$ cat config.mk
export PLATFORM = sky130hd
export DESIGN_NAME = seq_div_16
export DESIGN_NICKNAME = d
export VERILOG_FILES = /design/src/rtl/seq_div_16.sv
export SDC_FILE = /design/constraint.sdc
export NUM_CORES = 1
export LEC_CHECK = 0
export ABC_AREA = 1
export BUFFER_PORTS_ARGS = -buffer_cell sky130_fd_sc_hd__buf_4
export CAP_MARGIN = 30
export CORE_MARGIN = 1.5
export CORE_UTILIZATION = 30
export CTS_CLUSTER_DIAMETER = 80
export CTS_CLUSTER_SIZE = 40
export DETAILED_ROUTE_END_ITERATION = 7
export GPL_TIMING_DRIVEN = 0
export HOLD_SLACK_MARGIN = 0.12
export PLACE_DENSITY_LB_ADDON = 0.1
export SLEW_MARGIN = 10
export SYNTH_ARGS = -nofsm -noshare
export SYNTH_HDL_FRONTEND = slang
export SYNTH_SLANG_ARGS = --single-unit
$ cat constraint.sdc
create_clock -name clk -period 1.7 [get_ports clk]
set_input_delay 0.34 -clock clk [delete_from_list [all_inputs] [get_ports clk]]
set_output_delay 0.34 -clock clk [all_outputs]
set_load 0.02 [all_outputs]
$ cat src/rtl/seq_div_16.sv
// seq_div_16: sequential signed 16-bit divider.
// Restoring division on operand magnitudes, one quotient bit per clock,
// followed by a sign-fix cycle. Quotient truncates toward zero and the
// remainder takes the dividend's sign. -32768 / -1 wraps to 16'h8000.
// Optional feature macro: SEQ_DIV_ZERO_DET_EN. When it is defined, a zero
// divisor skips the iteration and completes one cycle after accept with
// dz=1, Q=0 and R=X.
module seq_div_16 (
   input  logic               clk,
   input  logic               rst_n,
   input  logic               start,
   input  logic signed [15:0] X,
   input  logic signed [15:0] Y,
   output logic signed [15:0] Q,
   output logic signed [15:0] R,
   output logic               busy,
   output logic               done,
   output logic               dz
);

   localparam logic [1:0] IDLE = 2'd0;
   localparam logic [1:0] CALC = 2'd1;
   localparam logic [1:0] FIX  = 2'd2;

   logic [1:0]  state;
   logic        sx, sy;
   logic [15:0] a;      // dividend magnitude, shifted out MSB first
   logic [15:0] b;      // divisor magnitude
   logic [15:0] p;      // partial remainder
   logic [15:0] m;      // quotient magnitude
   logic [3:0]  cnt;
   logic [16:0] ax, by; // 17-bit magnitudes so that |-32768| = 32768
   logic [16:0] p_sh;
   logic        ge;

   // Operand magnitudes and the restoring trial compare for this iteration
   always_comb begin
      ax   = X[15] ? (17'd0 - {X[15], X}) : {1'b0, X};
      by   = Y[15] ? (17'd0 - {Y[15], Y}) : {1'b0, Y};
      p_sh = {p, a[15]};
      ge   = (p_sh >= {1'b0, b});
   end

   assign busy = (state != IDLE);

`ifdef SEQ_DIV_ZERO_DET_EN
   logic zflag;
   logic dz_r;
   assign dz = dz_r;
`else
   assign dz = 1'b0;
`endif

   // Control FSM, datapath iteration and registered results
   always_ff @(posedge clk or negedge rst_n) begin
      if (!rst_n) begin
         state <= IDLE;
         sx    <= 1'b0;
         sy    <= 1'b0;
         a     <= '0;
         b     <= '0;
         p     <= '0;
         m     <= '0;
         cnt   <= '0;
         Q     <= '0;
         R     <= '0;
         done  <= 1'b0;
`ifdef SEQ_DIV_ZERO_DET_EN
         zflag <= 1'b0;
         dz_r  <= 1'b0;
`endif
      end else begin
         done <= 1'b0;
         case (state)
            IDLE: begin
               if (start) begin
                  sx  <= X[15];
                  sy  <= Y[15];
                  a   <= ax[15:0];
                  b   <= by[15:0];
                  p   <= '0;
                  m   <= '0;
                  cnt <= '0;
`ifdef SEQ_DIV_ZERO_DET_EN
                  // zero divisor bypasses the iteration entirely
                  zflag <= (Y == 16'sd0);
                  state <= (Y == 16'sd0) ? FIX : CALC;
`else
                  state <= CALC;
`endif
               end
            end
            CALC: begin
               a   <= {a[14:0], 1'b0};
               p   <= ge ? 16'(p_sh - {1'b0, b}) : p_sh[15:0];
               m   <= {m[14:0], ge};
               cnt <= cnt + 4'd1;
               if (cnt == 4'd15) state <= FIX;
            end
            FIX: begin
`ifdef SEQ_DIV_ZERO_DET_EN
               if (zflag) begin
                  // a still holds |X| because CALC was skipped
                  Q <= '0;
                  R <= sx ? (16'd0 - a) : a;
               end else begin
                  Q <= (sx ^ sy) ? (16'd0 - m) : m;
                  R <= sx ? (16'd0 - p) : p;
               end
               dz_r <= zflag;
`else
               Q <= (sx ^ sy) ? (16'd0 - m) : m;
               R <= sx ? (16'd0 - p) : p;
`endif
               done  <= 1'b1;
               state <= IDLE;
            end
            default: state <= IDLE;
         endcase
      end
   end

endmodule

==> Flow_metrics.wiki, run 1 <==
{| class="wikitable"
! Metric !! Value
|-
| CORE AREA || 21,200 um2
|-
| Dominant cell by count in the synthesized netlist || nand2_1
|-
| Total number of vias || 6,172
|-
| Std cell rows || 53
|-
| Post-synth top area share || 40.2%
|-
| Synth Instances || 904
|-
| Finished Core Util || 41.7%
|-
| Synthesized-area fraction occupied by ao, oa, aoi and oai cells || 11.3%
|-
| Number of synthesized flops with an enable pin || 0
|-
| Worst Max-Slew Pin Slew || 0.537 ns
|-
| Leakage dissipation || 4.35 nW
|-
| Net count after synthesis || 961
|-
| Yosys top cell by area || dfrtp_1
|-
| Routed wire per std cell || 14.2 um
|-
| Least setup slack across all paths after layout || -0.169 ns
|-
| Power, Total || 20.1 mW
|-
| Vias per cell || 4.68
|-
| Clock tree root buffer cell || clkbuf_16
|-
| TritonCTS Buffers || 9
|-
| Register-to-register path setup slack || -0.17 ns
|-
| Count of maximum capacitance violations || 0
|-
| Total of endpoints with negative setup slack in the final report || 18
|-
| Final period utilization || 110%
|-
| Count of endpoints failing hold in the final timing report || 0
|-
| Max Clock Freq || 0.535 GHz
|-
| Unrepaired setup endpoints after global routing || true
|-
| Pre-Repair DR Iteration Count || 4
|-
| PD cells || 2270 nW/um2
|-
| Crit start category || register
|-
| Remaining global-route overflow || 0
|-
| CP required || 2.00 ns
|-
| Fraction of registers with async set/reset || 100%
|-
| Vias in the first global route || 6,086
|-
| FF-to-FF End || p[4]
|-
| Path category of the worst min-delay check || in2reg
|-
| Synth cell types || 41
|-
| Depth of the worst register-to-register path || 13
|-
| Net total in the final layout || 1,097
|-
| Total die area || 22,700 um2
|-
| Area share of and/or/nand/nor cells after synthesis || 30.1%
|-
| Area Overhead vs Synth || 35.4%
|-
| Largest family of logic cells by synthesized area || simple AND/OR/NAND/NOR gates
|-
| Clock Skew || 0.00701 ns
|-
| Terminating pin of the worst hold path || a[14]
|-
| Number of antenna violations at the first check in global routing || 0
|-
| Mapped Area || 6530 um2
|-
| Sequential cell area fraction in the yosys report || 40.2%
|-
| Cell types with the largest area share after synthesis || dfrtp_1 (40%), nand2_1 (16%), nand3_1 (6.7%), inv_1 (6.7%), o21ai_0 (4.8%)
|-
| Multiplexer share of the synthesized area || 0%
|-
| Clock latency on the worst-skew pair || 0.36 ns
|-
| Max-slew headroom || 64.2%
|-
| Syn_area_per_cell || 7.22 um2
|-
| Kind of end point of the critical path || register
|-
| Min Clock Period, post-route || 1.87 ns
|-
| First-pass GRT wire length || 31,500 um
|-
| Number of buffers inserted by port buffering || 67
|-
| Worst hold path startpoint || X[14]
|-
| Aggregate routed wire length || 18,800 um
|-
| CTS H-Tree Depth || 3
|-
| Number of violations reported at the end of detailed-routing iteration 0 || 281
|-
| Chip width || 151 um
|-
| Fraction of the mapped netlist area in adder cells || 4.33%
|-
| Origin of the critical flop-to-flop path || p[9]
|-
| Clock Tree Buf Depth || 2
|-
| Hold Path Stages || 4
|-
| Clock-pin slew reported for the worst setup and hold paths after clock tree synthesis || 0.08 ns
|-
| Detailed-route DRC error count || 0
|-
| Initial standard-cell utilization of the core || 30.8%
|-
| Critical path type || reg2reg
|-
| Share of the synthesized netlist area taken by xor and xnor gates || 5.10%
|-
| HPWL after detailed placement || 14,000 um
|-
| Violated checks || setup timing
|-
| Worst-path fanout max || 5
|-
| Synth Warn # || 0
|-
| TritonCTS clock tree || built
|-
| Arrival @ worst endpoint || 2.17 ns
|-
| Primary flip-flop cell chosen by synthesis mapping || dfrtp_1
|-
| Most frequent cells after synthesis || nand2_1 (270), inv_1 (116), dfrtp_1 (105)
|-
| Worst vdd ir || 0.666 mV
|-
| Ratio of cells with drive above 1 in the final layout || 29.8%
|-
| Flip-flop and latch count after synthesis || 105
|-
| Final Max Slew Viols || 0
|-
| Post-route ant nets || 0
|-
| RD Place Congestion || 0.791
|-
| Antenna cells || 0
|-
| Number of top-level pins || 70
|-
| Total global-route track usage || 17.7%
|-
| Outcome || finished, violations left
|-
| Pin count of the biggest net entering global routing || 69
|-
| Die span in y || 151 um
|-
| CTS Sinks || 105
|}
==> flip-flops by register name (all words and copies together) (netlist names) <==
| register | flops |
|---|---|
| Q | 16 |
| state | 2 |
| cnt | 4 |
| done | 1 |
| a | 16 |
| sx | 1 |
| p | 16 |
| m | 16 |
| b | 16 |
| R | 16 |
| sy | 1 |
==> critical path: stages (launching register included) <==
cell	delay, ns
dfrtp_2	0.46
ha_4	0.28
nand2_2	0.06
nand2_2	0.05
nand2_1	0.06
nand2_1	0.08
nand2_1	0.08
nand2_2	0.06
nor2_4	0.22
nand2_4	0.11
buf_6	0.15
nand2_1	0.05
nand3_1	0.07
nand2_1	0.08
==> where the power goes <==
group	switching (mW)	leakage, nW	internal (mW)
Combinational	7.51	2.88	5.76
Sequential	0.919	1.32	3.68
Clock	1.04	0.147	1.19
Total	9.47	4.35	10.6
==> cells in the final DEF, fill, tap and decap left out, types with 4 or more instances in the layout <==
cell and count:
nand2_1 228, buf_4 116, inv_1 96, dfrtp_1 91, nand3_1 66, o21ai_0 58, nor2_1 51, nand2_2 37
xor2_1 29, inv_2 20, nand3_2 19, o22ai_1 18, ha_4 16, a21oi_1 14, dfrtp_2 14, a22oi_1 13
nand4_1 12, buf_6 12, nor2_4 11, clkbuf_1 11, clkbuf_2 9, clkbuf_16 9, a31oi_1 7, nand2_4 7
xnor2_1 6, nor2_2 6, o21ai_1 6, nand3_4 5, nor3_1 5, ha_1 5, or2_2 4, nand3b_1 4
==> cell families after synthesis <==
| family | count (synthesis) |
|---|---|
| buffers and inverters | 149 |
| adder cells (fa/ha/maj) | 22 |
| XOR/XNOR | 38 |
| AND/OR/NAND/NOR | 459 |
| other | 1 |
| AO/OA/AOI/OAI | 130 |
| flip-flops | 105 |
==> final cells by class <==
class | count | area, um2
fill | 2266 | 12400
multi-input combinational | 651 | 3940
sequential | 105 | 2650
timing repair buffer | 124 | 987
inverter | 120 | 464
tap | 275 | 344
clock buffer | 11 | 243
buffer | 29 | 160
clock inverter | 5 | 60.1
==> worst max path at each step <==
stage | startpoint | to | slack (ns) | cells after the start
after floorplan | a[15] | p[8] | -0.02 | 11
after global placement | p[3] | p[12] | -0.38 | 13
after detailed placement | p[3] | p[12] | -0.39 | 13
after CTS | a[15] | p[8] | -0.19 | 11
after global routing | p[1] | p[9] | -0.28 | 14
final | p[9] | p[4] | -0.17 | 13
==> per-layer routing <==
layer / GRT usage, % / routed length, um
met5: 0 / 0
met4: 5.29 / 240
met1: 25.5 / 9710
met2: 27.9 / 8350
met3: 1.79 / 506
==> timing repair <==
action                                  CTS  global route
resized for setup                        88            88
setup buffers                            35            20
endpoints found under the setup margin   75            80
endpoints found under the hold margin    37             0
pin swaps                                42            53
hold buffers                              1             0
cloned                                    2             1
==> stage by stage <==
step                instances  setup TNS [ns]  instance area, um2  worst slack, ns  hold WS [ns]
finish                   1320           -2.59                8840           -0.169         0.248
global route             1320           -4.68                8840           -0.279         0.275
CTS                      1300           -2.29                8440           -0.191         0.247
detailed placement       1247          -11.06                7600           -0.394         0.275
global placement         1246          -11.42                7570           -0.379         0.468
floorplan                 904          -0.127                6720          -0.0221        0.0444
(Power assumes the default switching activity.)
==> run 2: changes to the inputs <==
--- a/config.mk
+++ b/config.mk
@@ -8,7 +8,7 @@
 export ABC_AREA = 1
 export BUFFER_PORTS_ARGS = -buffer_cell sky130_fd_sc_hd__buf_4
 export CAP_MARGIN = 30
-export CORE_MARGIN = 1.5
+export CORE_ASPECT_RATIO = 0.9
 export CORE_UTILIZATION = 30
 export CTS_CLUSTER_DIAMETER = 80
 export CTS_CLUSTER_SIZE = 40
@@ -16,6 +16,7 @@
 export GPL_TIMING_DRIVEN = 0
 export HOLD_SLACK_MARGIN = 0.12
 export PLACE_DENSITY_LB_ADDON = 0.1
+export RECOVER_POWER = 100
 export SLEW_MARGIN = 10
 export SYNTH_ARGS = -nofsm -noshare
 export SYNTH_HDL_FRONTEND = slang
==> run 2 against run 1 <==
  * Critical path type unchanged
  * Setup slack got worse by 0.029 ns
  * Critical endpoint is now p[11]
  * Routed wire length is 1.3% higher
  * The flow still finishes with violations (setup timing)
  * Clock power fell by 6%
==> Flow_metrics.wiki, run 2 (same netlist as run 1, synthesis figures left out) <==
{| class="wikitable"
! Metric !! Value
|-
| Outcome || finished, violations left
|-
| Violated checks || setup timing
|-
| Final Hold Slack || 0.270 ns (+0.0220 ns)
|-
| Arrival @ worst endpoint || 2.15 ns (-0.02 ns)
|-
| First-pass GRT wire length || 30,600 um (-2.7%)
|-
| Ratio of cells with drive above 1 in the final layout || 26.0% (-3.8 points)
|-
| Max Clock Freq || 0.527 GHz (-1.5%)
|-
| Depth of the worst register-to-register path || 13 (unchanged)
|-
| Commonest non-fill, non-tap cells in the layout || nand2_1 (223), inv_1 (101), dfrtp_1 (89), buf_4 (72), nand3_1 (67)
|-
| Total negative slack || -2.93 ns (-0.336 ns)
|-
| Most frequent standard cell in the layout excluding fill and tap cells || nand2_1
|-
| CP required || 1.95 ns (-0.05 ns)
|-
| Pre-CTS WS || -0.373 ns (+0.0217 ns)
|-
| Antenna cells || 0 (unchanged)
|-
| Path category of the worst min-delay check || in2reg
|-
| Clock latency on the worst-skew pair || 0.36 ns (about the same)
|-
| Routed wire per std cell || 14.4 um (+0.88%)
|-
| Number of antenna violations at the first check in global routing || 0 (unchanged)
|-
| Area Overhead vs Synth || 33.6%
|-
| Least setup slack across all paths after layout || -0.198 ns (-0.0288 ns)
|-
| Count of maximum capacitance violations || 0 (unchanged)
|-
| Aggregate routed wire length || 19,000 um (+1.3%)
|-
| Post-route ant nets || 0 (unchanged)
|-
| Vias per cell || 4.64 (-0.81%)
|-
| Unrepaired setup endpoints after global routing || true
|-
| TritonCTS clock tree || built
|-
| Number of buffers inserted by port buffering || 67 (unchanged)
|-
| Kind of end point of the critical path || register
|-
| Clock-pin slew reported for the worst setup and hold paths after clock tree synthesis || 0.08 ns (about the same)
|-
| Total global-route track usage || 17.7% (about the same)
|-
| Pre-Repair DR Iteration Count || 5 (+1)
|-
| Chip width || 158 um (+4.6%)
|-
| CTS H-Tree Depth || 3 (unchanged)
|-
| Min Clock Period, post-route || 1.90 ns (+0.0288 ns)
|-
| Die span in y || 142 um (-5.7%)
|-
| Total number of vias || 6,145 (-0.44%)
|-
| CTS Sinks || 105 (unchanged)
|-
| Max-slew headroom || 50.9% (-13 points)
|-
| Vias in the first global route || 5,778 (-5.1%)
|-
| Total die area || 22,400 um2 (-1.3%)
|-
| Detailed-route DRC error count || 0 (unchanged)
|-
| PD cells || 2330 nW/um2 (+2.3%)
|-
| Final Max Slew Viols || 0 (unchanged)
|-
| Std cell rows || 50 (-5.7%)
|-
| Crit start category || register
|-
| Count of endpoints failing hold in the final timing report || 0 (unchanged)
|-
| Leakage dissipation || 4.22 nW (-3.0%)
|-
| Critical path type || reg2reg
|-
| Total of endpoints with negative setup slack in the final report || 20 (+2)
|-
| TritonCTS Buffers || 9 (unchanged)
|-
| Number of violations reported at the end of detailed-routing iteration 0 || 293 (+4.3%)
|-
| Initial standard-cell utilization of the core || 31.0% (+0.20 points)
|-
| HPWL after detailed placement || 14,000 um (+0.45%)
|-
| Worst vdd ir || 0.762 mV (+14%)
|-
| Worst-path fanout max || 5 (unchanged)
|-
| CORE AREA || 21,100 um2 (-0.65%)
|-
| Clock Tree Buf Depth || 2 (unchanged)
|-
| Number of top-level pins || 70 (unchanged)
|-
| Clock Skew || 0.00628 ns (-0.000733 ns)
|-
| Pin count of the biggest net entering global routing || 79 (+14%)
|-
| Remaining global-route overflow || 0 (unchanged)
|-
| RD Place Congestion || 0.816 (+3.2%)
|-
| Final period utilization || 112% (+1.7 points)
|-
| Net total in the final layout || 1,092 (-0.46%)
|-
| Hold Path Stages || 4 (unchanged)
|-
| Clock tree root buffer cell || clkbuf_16
|-
| Worst Max-Slew Pin Slew || 0.736 ns (+0.200 ns)
|}
-- run 2: changes by cell type in the layout (fill, tap and decap cells not counted), moves of 3 or more --
cell | before | now
buf_12 | 0 | 3
inv_1 | 96 | 101
nand2_4 | 7 | 14
nand2_2 | 37 | 34
clkbuf_1 | 11 | 43
buf_4 | 116 | 72
nand2_1 | 228 | 223
inv_2 | 20 | 15
nand3_4 | 5 | 2
-- run 2: final cells by class --
| class | count | area (um2) |
|---|---|---|
| inverter | 120 | 467 |
| fill | 2222 | 12400 |
| timing repair buffer | 120 | 846 |
| buffer | 29 | 161 |
| multi-input combinational | 650 | 3960 |
| clock buffer | 11 | 253 |
| clock inverter | 4 | 33.8 |
| sequential | 105 | 2650 |
| tap | 286 | 358 |
-- run 2: where the power goes --
group	total, mW	switching [mW]	internal [mW]
logic	13.6	7.77	5.82
clock network	2.10	1.01	1.09
registers	4.59	0.907	3.69
total	20.3	9.69	10.6
-- run 2: critical path, cell delays in order (launching register included) --
cell and delay (ns):
dfrtp_2 0.46, ha_4 0.34, nand2_1 0.06, nand2_1 0.10, inv_1 0.06, nand2_2 0.06
inv_1 0.06, nand3_2 0.09, nand3_4 0.12, nand2_8 0.13, buf_8 0.14, nand2_2 0.05
nand3_1 0.07, nand2_1 0.05
-- run 2: path summary, 6_finish.rpt --
check                       from     to  slack, ns
hold reg to reg            R[14]  R[14]       0.49
min in group asynchronous  rst_n   a[8]       0.57
max in group asynchronous  rst_n   p[2]       0.23
hold / removal             X[14]  a[14]       0.27
setup / recovery            p[7]  p[11]      -0.20
setup reg to reg            p[7]  p[11]      -0.20
-- run 2: metrics by stage --
step           power [mW]  utilization, %  instance area (um2)  cells
2_1_floorplan        11.9               -                 6720    904
3_3_place_gp         14.8            36.0                 7580   1257
3_5_place_dp         14.8            36.1                 7620   1258
4_1_cts              18.9            40.0                 8440   1306
5_1_grt              22.0            41.4                 8720   1325
6_report             20.3            41.4                 8720   1325
-- run 2: repair_timing --
item | 4_1_cts | 5_1_grt
pin swaps | 41 | 55
endpoints found under the setup margin | 71 | 84
hold buffers | 1 | 0
gates cloned | 1 | 1
hold endpoints to repair | 27 | 0
setup buffers | 31 | 19
resized for setup | 89 | 101
-- run 2: metal layers --
metal  GRT usage (%)  vias up  share of wire [%]
met5               0        -                  0
met4            3.99        0                1.1
met3            2.74       13                3.3
met2            26.2       91                 42
met1            26.7     2847                 54
li1                -     3194                  -
